===== config.mk =====
export PLATFORM = sky130hd
export DESIGN_NAME = recovery_level_sequencer
export DESIGN_NICKNAME = d
export VERILOG_FILES = /design/src/rtl/recovery_level_sequencer.sv
export SDC_FILE = /design/constraint.sdc
export NUM_CORES = 1
export LEC_CHECK = 0
export ABC_AREA = 1
export CORE_AREA = 4 4 207 209
export CTS_BUF_LIST = sky130_fd_sc_hd__clkbuf_16
export DETAILED_ROUTE_END_ITERATION = 8
export DIE_AREA = 0 0 211 213
export HOLD_SLACK_MARGIN = 0.05
export PLACE_DENSITY = 0.58
export SYNTH_ARGS = -nofsm -noshare
export SYNTH_HDL_FRONTEND = slang
export SYNTH_SLANG_ARGS = --single-unit

===== constraint.sdc =====
create_clock -name Clk -period 2.06 [get_ports Clk]
set_input_delay 0.515 -clock Clk [delete_from_list [all_inputs] [get_ports Clk]]
set_output_delay 0.515 -clock Clk [all_outputs]
set_load 0.01 [all_outputs]

===== src/rtl/recovery_level_sequencer.sv =====
// Sequencer for the error-recovery multiplier: drives the one-hot partial-result select,
// waits the datapath latency, then returns the captured product over a valid/ready channel.
module recovery_level_sequencer #(
    parameter int unsigned WIDTH = 128,
    parameter int unsigned LAT   = 2
) (
    input  logic                 Clk,
    input  logic                 Rst,
    input  logic                 req_valid,
    output logic                 req_ready,
    input  logic [2:0]           req_level,
    input  logic [3:0]           req_tag,
    output logic [4:0]           sel,
    output logic                 dp_en,
    input  logic [2*WIDTH-1:0]   mux_in,
    output logic                 rsp_valid,
    input  logic                 rsp_ready,
    output logic [2*WIDTH-1:0]   rsp_data,
    output logic [2:0]           rsp_level,
    output logic [3:0]           rsp_tag,
    output logic                 busy,
    output logic                 err_level
);

    localparam int unsigned DW = 2 * WIDTH;
    localparam int unsigned CW = 4;
    localparam int unsigned LW = 3;
    localparam int unsigned TW = 4;
    localparam int unsigned SW = 5;
    localparam logic [LW-1:0] MAX_LEVEL = LW'(4);

    typedef enum logic [1:0] {
        S_IDLE,
        S_WAIT,
        S_RESP
    } state_t;

    state_t          state_q, state_d;
    logic [CW-1:0]   cnt_q, cnt_d;
    logic [LW-1:0]   lvl_q, lvl_d;
    logic [TW-1:0]   tag_q, tag_d;
    logic [SW-1:0]   sel_d;
    logic            dp_en_d;
    logic            rsp_valid_d;
    logic [DW-1:0]   rsp_data_d;
    logic [LW-1:0]   rsp_level_d;
    logic [TW-1:0]   rsp_tag_d;
    logic            err_level_d;

    // Next-state and next-register values; everything holds unless a transition updates it.
    always_comb begin
        state_d     = state_q;
        cnt_d       = cnt_q;
        lvl_d       = lvl_q;
        tag_d       = tag_q;
        sel_d       = sel;
        dp_en_d     = dp_en;
        rsp_valid_d = rsp_valid;
        rsp_data_d  = rsp_data;
        rsp_level_d = rsp_level;
        rsp_tag_d   = rsp_tag;
        err_level_d = err_level;

        case (state_q)
            S_IDLE: begin
                if (req_valid && req_ready) begin
                    state_d = S_WAIT;
                    cnt_d   = CW'(LAT);
                    dp_en_d = 1'b1;
                    tag_d   = req_tag;
                    // Out-of-range levels fall back to the strongest recovery level.
                    if (req_level > MAX_LEVEL) begin
                        lvl_d       = MAX_LEVEL;
                        err_level_d = 1'b1;
                    end else begin
                        lvl_d = req_level;
                    end
                    sel_d = SW'(1) << lvl_d;
                end
            end
            S_WAIT: begin
                cnt_d = cnt_q - CW'(1);
                if (cnt_q == CW'(1)) begin
                    state_d     = S_RESP;
                    rsp_data_d  = mux_in;
                    rsp_valid_d = 1'b1;
                    rsp_level_d = lvl_q;
                    rsp_tag_d   = tag_q;
                    dp_en_d     = 1'b0;
                end
            end
            S_RESP: begin
                if (rsp_ready) begin
                    rsp_valid_d = 1'b0;
                    state_d     = S_IDLE;
                end
            end
            default: begin
                state_d = S_IDLE;
            end
        endcase
    end

    // State and output registers; req_ready/busy are registered decodes of the next state.
    always_ff @(posedge Clk) begin
        if (Rst) begin
            state_q   <= S_IDLE;
            cnt_q     <= '0;
            lvl_q     <= '0;
            tag_q     <= '0;
            sel       <= SW'(1);
            dp_en     <= 1'b0;
            req_ready <= 1'b0;
            rsp_valid <= 1'b0;
            rsp_data  <= '0;
            rsp_level <= '0;
            rsp_tag   <= '0;
            busy      <= 1'b0;
            err_level <= 1'b0;
        end else begin
            state_q   <= state_d;
            cnt_q     <= cnt_d;
            lvl_q     <= lvl_d;
            tag_q     <= tag_d;
            sel       <= sel_d;
            dp_en     <= dp_en_d;
            req_ready <= (state_d == S_IDLE);
            rsp_valid <= rsp_valid_d;
            rsp_data  <= rsp_data_d;
            rsp_level <= rsp_level_d;
            rsp_tag   <= rsp_tag_d;
            busy      <= (state_d != S_IDLE);
            err_level <= err_level_d;
        end
    end

endmodule


# Word level (Yosys, flattened, before mapping)
# Index checks and enable logic that the tools add are counted.
[word_totals] reg_bits=286 latch_bits=0 ram_bits=0 romBits=0 input_bits=267 out_inout_bits=273 elab_cells=49 mem_count=0
[op_classes] add_sub_neg=1 n_mul=0 div=0 order_cmp=1 eq_ne=6 shifts=1 muxes=15 n_bitwise=0 reduce_logical=12
[op_table] op="$mux W3" count=3
[op_table] op="$reduce_and A3 Y1" count=3
[op_table] op="$pmux W4 S2" count=1
[op_table] op="$mux W2" count=3
[op_table] op="$ne A2 B2 Y1 const B" count=3
[op_table] op="$pmux W2 S3" count=1
[op_table] op="$reduce_and A2 Y1" count=3
[op_table] op="$reduce_bool A2 Y1" count=3
[op_table] op="$shl A1 B3 Y5 const A" count=1
[op_table] op="$eq A4 B1 Y1 const B" count=1
[op_table] op="$logic_not A2 Y1" count=2
[op_table] op="$mux W1" count=4
[op_table] op="$mux W4" count=1
[op_table] op="$pmux W1 S2" count=2
[op_table] op="$sub A4 B1 Y4 const B" count=1
[op_table] op="$gt A3 B3 Y1 const B" count=1
[op_table] op="$eq A2 B1 Y1 const B" count=1
[op_table] op="$eq A2 B2 Y1 const B" count=1
[op_table] op="$logic_and A1 B1 Y1" count=1

# Logic depth before layout (Yosys ltp)
# Gate-level depths: netlist of run 1.
[depth] word_depth=5 depth_mapped=9 ltp_nobuf=7

# Worst setup path after synthesis of run 1
# Ideal clock, no wire load.
[synth_timing] kind="input-to-reg" start="input port Rst" end="register rsp_data[199]" setup_ps=65 t_arrival_ps=1260 t_required_ps=1995 setup_slack_ps=736 path_stages=5 path_buffers=2 cell_sequence="inv_1 > clkbuf_1 > clkbuf_1 > o21ai_0 > nor2_1"
[synth_lines] item="from (decl)" line="8" rtl="input logic Rst,"
[synth_lines] item="to (signal assigned)" line="129" rtl="rsp_data <= rsp_data_d;"
[synth_lines] item="to (decl)" line="18" rtl="output logic [2*WIDTH-1:0] rsp_data,"

# Worst setup path in the final report of run 1
[layout_timing] start="register rsp_level[1]" end="output port rsp_level[1]"
[layout_lines] item="from (decl)" line="19" rtl="output logic [2:0] rsp_level,"
[layout_lines] item="from (signal assigned)" line="130" rtl="rsp_level <= rsp_level_d;"
# No word-level cell between the ends.

==> results of run 1 <==
-- routing by layer --
layer / vias to the layer above / share of wire, % / global-route usage [%]
met3: 59 / 10 / 6.597
met4: 2 / 2.9 / 5.679
met2: 395 / 47 / 26.35
met1: 4531 / 40 / 18.02
li1: 5057 / - / -
met5: - / 0.035 / 0
-- synth_stat cells --
cell type / n / area share (%)
o21ai_0: 263 / 13
nand3_4: 1 / 0.17
inv_1: 13 / 0.49
a21oi_1: 10 / 0.50
xor2_1: 1 / 0.087
clkbuf_2: 3 / 0.15
buf_2: 24 / 1.2
nand3_1: 5 / 0.25
buf_6: 29 / 3.2
clkbuf_1: 32 / 1.2
nor2_1: 550 / 21
nand4_1: 3 / 0.19
buf_4: 3 / 0.22
ha_1: 2 / 0.25
dfxtp_1: 286 / 57
inv_2: 3 / 0.11
nand3b_1: 1 / 0.075
o21ai_1: 9 / 0.45
nand2_1: 23 / 0.86
-- sequential cells by signal, summed over array words and instances (netlist names) --
| signal | count |
|---|---|
| cnt_q | 4 |
| busy | 1 |
| rsp_data | 256 |
| dp_en | 1 |
| rsp_valid | 1 |
| rsp_level | 3 |
| state_q | 2 |
| rsp_tag | 4 |
| err_level | 1 |
| sel | 5 |
| lvl_q | 3 |
| tag_q | 4 |
| req_ready | 1 |
-- area by class of cell --
class / instances / area (sq um) / area share, %
well taps: 532 / 665.6 / 3.913
clock buffers: 37 / 925.9 / 5.444
repair buffers: 569 / 5797 / 34.08
multi-input cells: 868 / 3665 / 21.55
flip-flops and latches: 286 / 5727 / 33.67
inverters: 16 / 72.57 / 0.4267
clock inverters: 27 / 156.4 / 0.9195
-- where the power goes --
part / internal, mW / switching (mW) / total (mW)
clock network: 3.39 / 2.45 / 5.83
registers: 5.67 / 0.0728 / 5.75
logic: 0.818 / 0.544 / 1.36
total: 9.88 / 3.07 / 12.9
-- stage by stage --
stage | power, mW | util, % | hold slack [ns]
6_report | 12.94 | 41.66 | 0.4614
5_1_grt | 13.55 | 41.66 | 0.4878
4_1_cts | 13.19 | 41.63 | 0.4667
3_5_place_dp | 7.237 | 39.00 | 0.4575
3_3_place_gp | 7.223 | 39.00 | 0.4576
2_1_floorplan | 6.345 | - | 0.4422
-- final timing paths --
path / startpoint / to / slack, ns / cells after the start
max: rsp_level[1] / rsp_level[1] / 0.06 / 1
min reg2reg: rsp_valid / rsp_valid / 0.46 / 2
min: rsp_valid / rsp_valid / 0.46 / 2
max reg2reg: cnt_q[1] / rsp_data[110] / 0.31 / 7
-- cell families after synthesis --
family	Yosys count	synth area share, %
adder cells (fa/ha/maj)	2	0.2488
buffers and inverters	107	6.608
AO/OA/AOI/OAI	282	14.04
AND/OR/NAND/NOR	583	22.08
XOR/XNOR	1	0.08712
flip-flops	286	56.94
==> flow_metrics.py, run 1 <==
metrics = {
    "yosys": {
        "ys_seq_area_share_pct": 56.94,
        "ys_seq_elements": 286,
        "postSynthAreaPerCell_sq_um": 7.974,
        "syn-num-nets": 1530,
        "yosys_warnings": 0,
        "synth_cells": 1261,
        "netlist_area_sq_mm": 0.01005,
        "yosys.cell_types.count": 19,
    },
    "clock_tree": {
        "cts_buffers": 36,
        "cts.sinks": 286,
        "ctsHoldBuffers": 0,
        "cts_tree": "done",
        "cts_resized": 8,
        "clk_pin_slew_ns": 0.06,
        "clock_latency_ns": 0.53,
        "cts_setup_buffers": 0,
        "clockBufferDepth": 3,
        "clockRootBuffer": "clkbuf_16",
        "htree_levels": 2,
    },
    "global_route": {
        "grt_pass1_wl_mm": 56.14,
        "grt_pass1_vias": 9831,
        "grt_max_degree": 98,
        "grt_util_all_layers_pct": 15.71,
        "grt_overflow_total": 0,
        "grt_antenna_before_repair": 1,
    },
    "detailed_routing": {
        "drt-initial-drc-count": 686,
        "wl_mm": 37.51,
        "ant_nets": 0,
        "route.detailed.drc": 0,
        "vias": 10040,
        "wire_per_inst_um": 16.06,
        "firstDrtPassIters": 4,
        "routed_via_density": 4.301,
    },
    "critical_path": {
        "crit_fanout": 2,
        "crit_arrival_ns": 1.49,
        "cp.required_ns": 1.54,
        "critPathBufInv": 1,
        "critical_path_class": "register to output port",
        "crit_family": "buffers and inverters",
        "max_stage_delay_ns": 0.61,
        "cp_cell_sequence": "clkdlybuf4s50_1",
        "crit_slowest_cell": "clkdlybuf4s50_1",
        "start_kind": "register",
        "crit_path_end_kind": "output port",
    },
    "die": {
        "die_h_um": 213,
        "start_util_pct": 24.62,
        "die_x_um": 211,
        "num_rows": 74,
        "io_pins": 540,
        "core_sq_mm": 0.04083,
        "dieArea_sq_mm": 0.04494,
    },
    "power": {
        "ir_drop_v": 0.0006242,
        "cellPowerDensity_mw_per_mm2": 760.9,
        "power.leakage_nw": 6.233,
    },
    "final_layout": {
        "drive_gt1_share_pct": 4.881,
        "finalInstanceArea_sq_mm": 0.01701,
        "instances_no_fill": 2335,
        "area_delta_synth_final_pct": 69.16,
        "nNetsFinal": 2046,
        "antenna_cells": 0,
        "final_common_cell": "nor2_1",
        "fillers": 4120,
        "final_cell_mix": "nor2_1, clkdlybuf4s50_1, dfxtp_1, o21ai_0, clkbuf_16",
    },
    "placed_design": {
        "placed_area_sq_mm": 0.01592,
        "placedCellCount": 2271,
        "port-buffer-count": 539,
        "pre_cts_slack_ns": 0.2307,
        "hpwl_mm": 27.36,
        "finalWeightedCongestion": 0.8601,
    },
    "run": {
        "cap_violations": 0,
    },
    "worst_hold_path": {
        "hold_class": "register to register",
    },
    "sta": {
        "maxSlewViolCount": 0,
        "skew_ns": 0.01670,
        "rsz0062_at_grt": "no",
        "fin_crit_sh_pct": 97.30,
        "maxSlewHeadroom_pct": 71.40,
        "setup_viol": 0,
        "worst_pin_slew_ns": 0.4289,
        "hold_violations": 0,
        "fin_setup_tns_ns": 0,
        "finalWorstSetupSlack_ns": 0.05552,
        "fmax_ghz": 0.4989,
        "layout_min_cycle_time_ns": 2.004,
    },
    "outcome": {
        "status": "finished clean",
    },
}
Power figures use the tool's default switching activity.
==> run 2: changes to the inputs <==
Settings changed: GPL_TIMING_DRIVEN from default to 0.
==> run 2 against run 1 <==
Net effect: register-to-register slack about the same; non-clock buffer count up 61; setup slack improved by 0.027 ns; hold slack worse by 0.0047 ns; combinational power about the same; die area is the same; utilization is 0.44 points higher; cell area increased by 1.1%; critical path depth stayed put; final cell count grew 2.5%.
==> flow_metrics.py, run 2 (synthesis results as in run 1) <==
metrics = {
    "sta": {
        "fmax_ghz": 0.5057,
        "hold_violations": 0,
        "worst_pin_slew_ns": 0.5485,
        "setup_viol": 0,
        "layout_min_cycle_time_ns": 1.977,
        "maxSlewViolCount": 0,
        "fin_crit_sh_pct": 95.99,
        "hold_ws_ns": 0.4567,
        "rsz0062_at_grt": "no",
        "maxSlewHeadroom_pct": 63.44,
        "fin_setup_tns_ns": 0,
        "skew_ns": 0.009599,
    },
    "die": {
        "core_sq_mm": 0.04083,
        "die_x_um": 211,
        "io_pins": 540,
        "num_rows": 74,
        "start_util_pct": 24.62,
        "die_h_um": 213,
        "dieArea_sq_mm": 0.04494,
    },
    "critical_path": {
        "cp.required_ns": 1.54,
        "rr_worst_depth": 7,
        "r2r_end": "rsp_data[182]",
        "crit_arrival_ns": 1.46,
        "cp_cell_sequence": "clkdlybuf4s50_1",
        "r2r_slack_ns": 0.32,
        "start_kind": "register",
        "crit_path_end_kind": "output port",
        "max_stage_delay_ns": 0.59,
        "critical_path_class": "register to output port",
        "critPathBufInv": 1,
        "worstReg2RegStart": "cnt_q[1]",
        "crit_fanout": 3,
        "crit_slowest_cell": "clkdlybuf4s50_1",
        "crit_family": "buffers and inverters",
    },
    "global_route": {
        "grt_pass1_vias": 10120,
        "grt_pass1_wl_mm": 58.56,
        "grt_util_all_layers_pct": 16.70,
        "gr-usage-met2_pct": 28.58,
        "grt_overflow_total": 0,
        "grt.busiest_layer": "met2",
        "met3_usage_pct": 6.421,
        "met1_usage_pct": 18.84,
        "grt_antenna_before_repair": 1,
        "grt_max_degree": 13,
    },
    "detailed_routing": {
        "wl_mm": 39.77,
        "route.detailed.drc": 0,
        "ant_nets": 0,
        "vias": 10290,
        "firstDrtPassIters": 5,
        "wire_per_inst_um": 16.61,
        "drt-initial-drc-count": 435,
        "routed_via_density": 4.298,
    },
    "clock_tree": {
        "cts_tree": "done",
        "cts.sinks": 286,
        "clockRootBuffer": "clkbuf_16",
        "clockBufferDepth": 3,
        "cts_setup_buffers": 0,
        "clk_pin_slew_ns": 0.06,
        "cts_buffers": 35,
        "htree_levels": 2,
        "clock_latency_ns": 0.52,
    },
    "power": {
        "cellPowerDensity_mw_per_mm2": 753.1,
        "ir_drop_v": 0.0004879,
        "finalPower_mw": 12.95,
        "power.leakage_nw": 6.260,
    },
    "final_layout": {
        "final_common_cell": "nor2_1",
        "nNetsFinal": 2106,
        "final_cell_mix": "nor2_1, clkdlybuf4s50_1, dfxtp_1, o21ai_0, clkbuf_16",
        "antenna_cells": 0,
        "largest_reg_flops": 256,
        "largest_register": "rsp_data",
        "drive_gt1_share_pct": 5.961,
        "finalInstanceArea_sq_mm": 0.01719,
        "final_util_pct": 42.10,
        "area_delta_synth_final_pct": 70.97,
        "reg_top3": "rsp_data (256), sel (5)",
    },
    "worst_hold_path": {
        "hold_class": "register to register",
        "min_to": "err_level",
        "worstHoldPathCells": 2,
        "min-delay-start": "err_level",
    },
    "placed_design": {
        "finalWeightedCongestion": 0.8982,
        "placed_area_sq_mm": 0.01612,
        "port-buffer-count": 539,
        "hpwl_mm": 30.96,
    },
    "run": {
        "cap_violations": 0,
    },
    "outcome": {
        "status": "finished clean",
    },
}
[run 2: how the worst max path moves through the flow]
stage	to	start	slack, ns	cells after the start
2_1_floorplan	rsp_data[199]	Rst	0.74	5
5_1_grt	rsp_data[210]	rsp_data[210]	0.001	1
3_5_place_dp	rsp_data[182]	Rst	-0.66	6
4_1_cts	rsp_data[210]	rsp_data[210]	0.01	1
6_report	req_ready	req_ready	0.08	1
3_3_place_gp	rsp_data[71]	Rst	-0.76	6
[run 2: timing repair]
item,CTS,global route
endpoints found under the hold margin,0,0
endpoints found under the setup margin,26,0
gates resized for setup,11,0
hold buffers,0,0
[run 2: power by group]
group          internal (mW)  total, mW  switching [mW]
combinational          0.816       1.39           0.572
sequential              5.67       5.74          0.0723
clock                   3.47       5.81            2.34
[run 2: layout make-up]
class | count | area (sq um)
clock inverter | 25 | 152.6
fill | 4142 | 23640
clock buffer | 37 | 925.9
tap | 532 | 665.6
buffer | 91 | 606.8
multi-input combinational | 868 | 3665
inverter | 16 | 60.06
timing repair buffer | 539 | 5386
sequential | 286 | 5728
[run 2: metal layers]
layer | up-vias | wire [um]
met3 | 74 | 3856
li1 | 5187 | -
met2 | 410 | 19080
met1 | 4618 | 15560
met5 | - | 0
met4 | 0 | 1272
[run 2: per-stage QoR]
stage | cells | setup slack [ns]
2_1_floorplan | 1261 | 0.7356
3_3_place_gp | 2332 | -0.7647
3_5_place_dp | 2332 | -0.6614
4_1_cts | 2394 | 0.01434
5_1_grt | 2394 | 0.001260
6_report | 2394 | 0.08252
